File: src/rtl/btn_decoder_seq.sv
// Button decoder: synchronizes, debounces and encodes a bank of push buttons.
// It issues one held one-hot selection per press, or flags a rejected multi-press.
//
// Ports:
//   clk     - sole clock; all state changes on the rising edge
//   rst     - synchronous, active-high reset
//   btn     - raw asynchronous button levels, 1 = pressed
//   ack     - consumer acknowledge; releases the held selection
//   sig     - registered one-hot selection, zero when nothing is held
//   code    - registered binary index of the set sig bit, zero when sig is zero
//   valid   - registered, high exactly while sig is non-zero
//   invalid - registered one-cycle pulse when a multi-press is rejected
module btn_decoder_seq #(
    parameter int N_BTN      = 4,
    parameter int DEB_CYCLES = 4,
    parameter int MODE       = 0
) (
    input  logic                     clk,
    input  logic                     rst,
    input  logic [N_BTN-1:0]         btn,
    input  logic                     ack,
    output logic [N_BTN-1:0]         sig,
    output logic [$clog2(N_BTN)-1:0] code,
    output logic                     valid,
    output logic                     invalid
);

    localparam int CW    = $clog2(N_BTN);
    localparam int CNT_W = (DEB_CYCLES > 1) ? $clog2(DEB_CYCLES) : 1;

    localparam logic [CNT_W-1:0] CNT_MAX = CNT_W'(DEB_CYCLES - 1);
    localparam logic [N_BTN-1:0] ONE     = N_BTN'(1);
    localparam logic             PRIO    = (MODE == 1);

    localparam logic [1:0] IDLE     = 2'd0;
    localparam logic [1:0] HOLD     = 2'd1;
    localparam logic [1:0] WAIT_REL = 2'd2;

    logic [N_BTN-1:0] s1;
    logic [N_BTN-1:0] s2;
    logic [N_BTN-1:0] cand;
    logic [N_BTN-1:0] db;
    logic [CNT_W-1:0] cnt;
    logic [1:0]       state;

    logic             multi;
    logic [N_BTN-1:0] low_sig;
    logic [CW-1:0]    low_idx;

    // db & -db isolates the lowest set bit; for a one-hot db it is db itself.
    always_comb begin
        multi   = |(db & (db - ONE));
        low_sig = db & (~db + ONE);
        low_idx = '0;
        for (int i = N_BTN - 1; i >= 0; i--) begin
            if (db[i]) begin
                low_idx = CW'(i);
            end
        end
    end

    always_ff @(posedge clk) begin
        if (rst) begin
            s1      <= '0;
            s2      <= '0;
            cand    <= '0;
            cnt     <= '0;
            db      <= '0;
            sig     <= '0;
            code    <= '0;
            valid   <= 1'b0;
            invalid <= 1'b0;
            state   <= IDLE;
        end else begin
            s1 <= btn;
            s2 <= s1;

            // Any change restarts the count; db follows cand only once cand
            // has been seen unchanged for DEB_CYCLES consecutive cycles.
            if (s2 != cand) begin
                cand <= s2;
                cnt  <= '0;
            end else if (cnt == CNT_MAX) begin
                db <= cand;
            end else begin
                cnt <= cnt + CNT_W'(1);
            end

            invalid <= 1'b0;

            case (state)
                IDLE: begin
                    if (db != '0) begin
                        if (!multi || PRIO) begin
                            sig   <= low_sig;
                            code  <= low_idx;
                            valid <= 1'b1;
                            state <= HOLD;
                        end else begin
                            invalid <= 1'b1;
                            state   <= WAIT_REL;
                        end
                    end
                end
                HOLD: begin
                    if (ack) begin
                        sig   <= '0;
                        code  <= '0;
                        valid <= 1'b0;
                        state <= (db == '0) ? IDLE : WAIT_REL;
                    end
                end
                WAIT_REL: begin
                    // Block re-triggering until every button is released.
                    if (db == '0) begin
                        state <= IDLE;
                    end
                end
                default: begin
                    state <= IDLE;
                end
            endcase
        end
    end

endmodule

File: config.mk
export PLATFORM = sky130hd
export DESIGN_NAME = btn_decoder_seq
export DESIGN_NICKNAME = d
export VERILOG_FILES = /design/src/rtl/btn_decoder_seq.sv
export SDC_FILE = /design/constraint.sdc
export NUM_CORES = 1
export LEC_CHECK = 0
export CAP_MARGIN = 5
export CORE_MARGIN = 3
export CORE_UTILIZATION = 30
export DETAILED_ROUTE_END_ITERATION = 8
export HOLD_SLACK_MARGIN = 0.05
export SYNTH_ARGS = -nofsm -noshare
export SYNTH_HDL_FRONTEND = slang
export SYNTH_SLANG_ARGS = --single-unit
export TNS_END_PERCENT = 30
File: constraint.sdc
create_clock -name clk -period 2.7 [get_ports clk]
set_clock_uncertainty 0.1 [all_clocks]
set_input_delay 0.405 -clock clk [delete_from_list [all_inputs] [get_ports clk]]
set_output_delay 0.405 -clock clk [all_outputs]
set_load 0.05 [all_outputs]
Word level (Yosys, flattened, before mapping)
Index checks and enable logic that the tools add are counted.
- reductions and logical operators: 10
- muxes and demuxes: 23
- eq/ne operators: 8
- add/subtract/negate cells: 3
- bitwise operators: 6
- operator list (cell ; count):
    2-bit two-way mux ; 12
    4-bit two-way mux ; 3
    4-bit bitwise AND ; 2
    2-bit != test, second input constant ; 4
    4-bit case mux with 2 select lines ; 1
    2-bit case mux with 3 select lines ; 1
    4-bit by 1-bit adder with 4-bit output, second input constant ; 1
    2-bit == test, second input constant ; 2
    4-bit logical NOT ; 1
    1-bit two-way mux ; 4
    4-bit != test ; 1
    4-bit inverter ; 1
    2-bit case mux with 2 select lines ; 1
    4-bit AND reduction ; 1
    4-bit nonzero test ; 1
    4-bit OR reduction ; 1
    4-bit by 1-bit subtractor with 4-bit output, second input constant ; 1
    1-bit inverter ; 3
    3-bit AND reduction ; 1
    3-bit OR reduction ; 1
    2-bit by 1-bit adder with 2-bit output, second input constant ; 1
    2-bit by 1-bit == test with 1-bit output, second input constant ; 1
    2-bit logical NOT ; 1
    1-bit case mux with 2 select lines ; 1
    other kinds (3) ; 3
- logic and storage cells: 60
- bits in registers: 28
- output and inout bits: 8

Logic depth before layout (Yosys ltp)
- depth after elaboration: 7
- depth in mapped cells: 5
- gate-level depth less buffers: 4

Worst setup path before layout
Ideal clock, no wire load.
- path kind: input-to-reg
- start point: input port rst
- end point: register code[0]
- slack: 1.273 ns
- path buffers: 1
- stages on the path: 4
- required time: 2.538 ns
- arrival time: 1.265 ns
- cells stage by stage: buf_4 or3_4 o221ai_4 a32o_1
- RTL lines (item ; line ; source):
    from (decl) ; 19 ; input logic rst,
    to (signal assigned) ; 96 ; code <= low_idx;
    to (decl) ; 23 ; output logic [$clog2(N_BTN)-1:0] code,

Worst setup path after layout
- start point: register valid
- end point: output port valid
- RTL lines (item ; line ; source):
    from (decl) ; 24 ; output logic valid,
    from (signal assigned) ; 71 ; valid <= 1'b0;
    from (signal assigned) ; 97 ; valid <= 1'b1;
    from (signal assigned) ; 109 ; valid <= 1'b0;
No word-level cell between the ends.

==> results.txt <==
- Walking the worst path, the cells encountered are clkdlybuf4s50_1.
* Number of sinks on the clock net: 28
* Post-CTS Setup Bufs: 0
* Parity-gate share of the synthesized area counting xor and xnor cells: 0.0590
* DP HPWL: 1370 um
- Summed over all nets, the switching power comes to 0.000151 W.
- The number of hold violations in the final report came to 0.
- Across all hold checks on the routed design, the worst slack comes to 0.347 ns.
- For this run, asynchronously set or reset flops after synthesis account for 0.
- Wirelength, routed: 1880 um
- Maxcap violations: 0
- Most used standard cells in the synthesized netlist: dfxtp_1 (28), nor2b_1 (13), nor2_1 (7), xor2_1 (7), a32o_1 (6)
- Summed over all instances, the cell type with the most area after synthesis is dfxtp_1.
- Counting the fill cells in the layout gives 391.
* Clock tree from TritonCTS: yes
* Count of nets after finishing: 132
- Main synth FF type: dfxtp_1
- Number of global-route vias before repair: 760
- Warnings, synthesis: 0
* Dominant delay contributor by cell family on the critical path: buffers and inverters
- Netlist Area Pre-Place: ~1200 um2
* Clock Tree Buf Depth: 2
- Data on the critical path is required at its endpoint by 2.19 ns.
- Total die area: 4750 um2
- The first global-routing pass estimated roughly 3100 um of wire.
* Data arrival time at the worst-slack endpoint: between 1 and 1.5 ns
- In the final timing run, aggregate negative setup slack is 0 ns.
- Tracing the worst setup path back leads to its startpoint at valid$_SDFFE_PP0P_.
- Area added between synthesis and finish: 18.2%
- RR Endpoint: sig[3]$_SDFFE_PP0P_
- Of the total power, the clock network draws 0.403.
* Share of layout cells above drive strength 1: 0.0894
- The worst setup path is launched from a flop.
* # H-tree levels: 1
* Cell types occupying the most area after synthesis: dfxtp_1 (47%), nor2b_1 (6.8%), xor2_1 (5.2%)
- The routed layout has between 800 and 900 vias.
* Total setup violations reported at the end of the flow: 0
- Cell internal power dissipation: between 0.0006 and 0.0007 W
- Type of the most critical hold path: flop to flop
- Pin count of the biggest net entering global routing: 24
* Iteration-0 DRC count of the detailed router: 6
- After detailed routing, the average wire length per cell comes to 11.0 um.
* Fraction of power spent switching nets: 0.189
- The largest single stage delay on the critical path is 0.82 ns.
- The initialized floorplan defines 22 standard-cell rows.
- Slew margin rel.: 0.625
- Slew at the pin closest to its max-slew limit: 0.558 ns
- Sequential cell area fraction in the yosys report: 0.472
- Share of synthesized cell area in and, or, nand and nor gates: 0.240
- Initial core utilization: 0.317
* Worst Path Class, Setup: flop to output port
- Using the TritonRoute via totals, the vias-per-cell ratio works out to 4.73.
- Global-route total usage across every layer: 0.0893
- The startpoint identified for the worst register-to-register timing path is db[1]$_SDFFE_PP0P_.
* Worst-path clk slew: roughly 0.090 ns
- The number of antenna violations at the first check in global routing is 0.
- The number of different library cells used by synthesis comes to 36.
* Main combinational cell family by area after synthesis: simple AND/OR/NAND/NOR gates
- Result of the run: finished, final reports clean
* Reg power frac: 0.537
* Logic gate share of total power: 0.060
- Min Tclk post-route: roughly 1.9 ns
* Diodes inserted: 0
* Port buffer count: 14
* Synthesized Nets: roughly 120
- By instance count, the leading cell after synthesis is dfxtp_1.
- Counting instances, the worst hold path has a depth of 1.
- Setup repair after global routing left no endpoint under its margin.
- The congestion estimate from routability-driven global placement came to 0.687.
* Synthesized-area fraction occupied by ao, oa, aoi and oai cells: 0.138
- Later-pin clock latency in the skew report: 0.27 ns
* Highest attainable clock frequency: between 500 and 600 MHz
- Across the whole layout, storage elements account for 561 um2.
* Antenna viol nets, final: 0
- The region available for standard cell placement spans 3740 um2.
- Gates resized during post-CTS repair numbered 0.
* Synthesized instance count: 113
- Buffers inserted during clock tree synthesis total 3.
* Post-route DRC violation count: 0
* Number of cells traversed by the worst register-to-register path: 4
- In the finished design, the share of the clock period the worst path needs comes to 0.719.
- Multiplexer share of the synthesized area: 0.00843
* Count of final max-slew check failures: 0
* Power density over the cells: around 570 nW/um2
- The worst hold path begins at s1[2]$_SDFF_PP0_.
- For flop-to-flop paths, the worst setup slack is about 1.1 ns.
* Crit path buf inv count: 1
- In this run the vertical extent of the chip is 68.9 um.
* Multi-input combinational cell area: approximately 550 um2
- Across the VDD grid, the largest voltage drop is approximately 0.23 mV.
* Count of flip-flops with a built-in enable after synthesis: 0
* Synthesized area per cell: 10.5 um2
- For this run, the detailed router's first-pass iteration total came to 4.
- Slowest cell on crit path: clkdlybuf4s50_1
- Of all nets on the critical path, the largest fanout is 2.
- The tree is rooted in a clkbuf_8.
* Seq cells post-synth: 28
- The path with the worst hold slack has its endpoint at s2[2]$_SDFF_PP0_.
* Hold-fix buffers, CTS: 0
- Aggregate global routing overflow: 0
* Adder-cell area share of the yosys netlist: 0.0200
* Reported leakage power: between 0.5 and 0.6 nW
- The share of synthesized area in the top cell type comes to 0.472.
- During I/O placement, the number of pins put on the boundary was 15.
- The worst setup path is captured at an output port.
- From left edge to right edge, the die measures just under 70 um.
power by group through the flow:
stage	clock [W]	sequential (W)	combinational, W
after floorplan	0	0.000437	0.0000343
after global placement	0	0.000437	0.0000471
after detailed placement	0	0.000437	0.0000486
after CTS	0.000333	0.000428	0.0000486
after global routing	0.000347	0.000429	0.0000536
final	0.000321	0.000428	0.0000480
worst max path at each step:
stage                           endpoint  slack (ns)  depth (start not counted)
CTS                                valid        0.75                          1
global route                       valid        0.72                          1
finish                             valid        0.76                          1
global placement     sig[0]$_SDFFE_PP0P_        0.76                          4
detailed placement   sig[2]$_SDFFE_PP0P_        0.73                          4
floorplan           code[0]$_SDFFE_PP0P_        1.27                          4
logic make-up (layout without fill, tap and decap cells):
kind of cell	after synthesis	in the layout
buf+inv	12	22
simple gates	42	42
fa+ha+maj	2	2
mux	1	1
xor+xnor	8	8
flops	28	28
compound gates	20	20
layout make-up:
| type | count | share of cell area |
|---|---|---|
| multi-input cells | 73 | 0.394 |
| inverters | 3 | 0.00802 |
| repair buffers | 15 | 0.105 |
| clock inverters | 1 | 0.0214 |
| well taps | 48 | 0.0428 |
| clock buffers | 3 | 0.0294 |
| flip-flops and latches | 28 | 0.399 |
cell usage in the layout, fill, tap and decap left out, types with 3 or more instances in the layout:
cell and instances:
a21oi_1 4, a32o_1 6, clkbuf_8 3, clkdlybuf4s50_1 14, dfxtp_1 28, inv_1 3
nand2b_1 5, nand4b_1 4, nor2_1 7, nor2b_1 13, nor3_1 3, o21ai_0 4
xor2_1 7
flip-flops by register name, summed over array words and instances, names as in the netlist:
register  flops
cand          4
cnt           2
code          2
db            4
invalid       1
s1            4
s2            4
sig           4
state         2
valid         1
layer usage:
metal / vias to the layer above / GRT usage / wire (um)
met5: - / 0 / 0
met4: 0 / 0.0365 / 26
met3: 4 / 0.0259 / 68
met2: 12 / 0.146 / 818
met1: 378 / 0.109 / 963
li1: 415 / - / -
stage by stage:
stage | setup slack (ns) | util | cell area (um2) | std cells | power [W]
2_1_floorplan | 1.27 | - | 1190 | 113 | 0.000471
3_3_place_gp | 0.762 | 0.356 | 1330 | 167 | 0.000484
3_5_place_dp | 0.726 | 0.356 | 1330 | 167 | 0.000486
4_1_cts | 0.749 | 0.375 | 1400 | 171 | 0.000810
5_1_grt | 0.718 | 0.375 | 1400 | 171 | 0.000830
6_report | 0.759 | 0.375 | 1400 | 171 | 0.000797
Power figures use the tool's default switching activity.
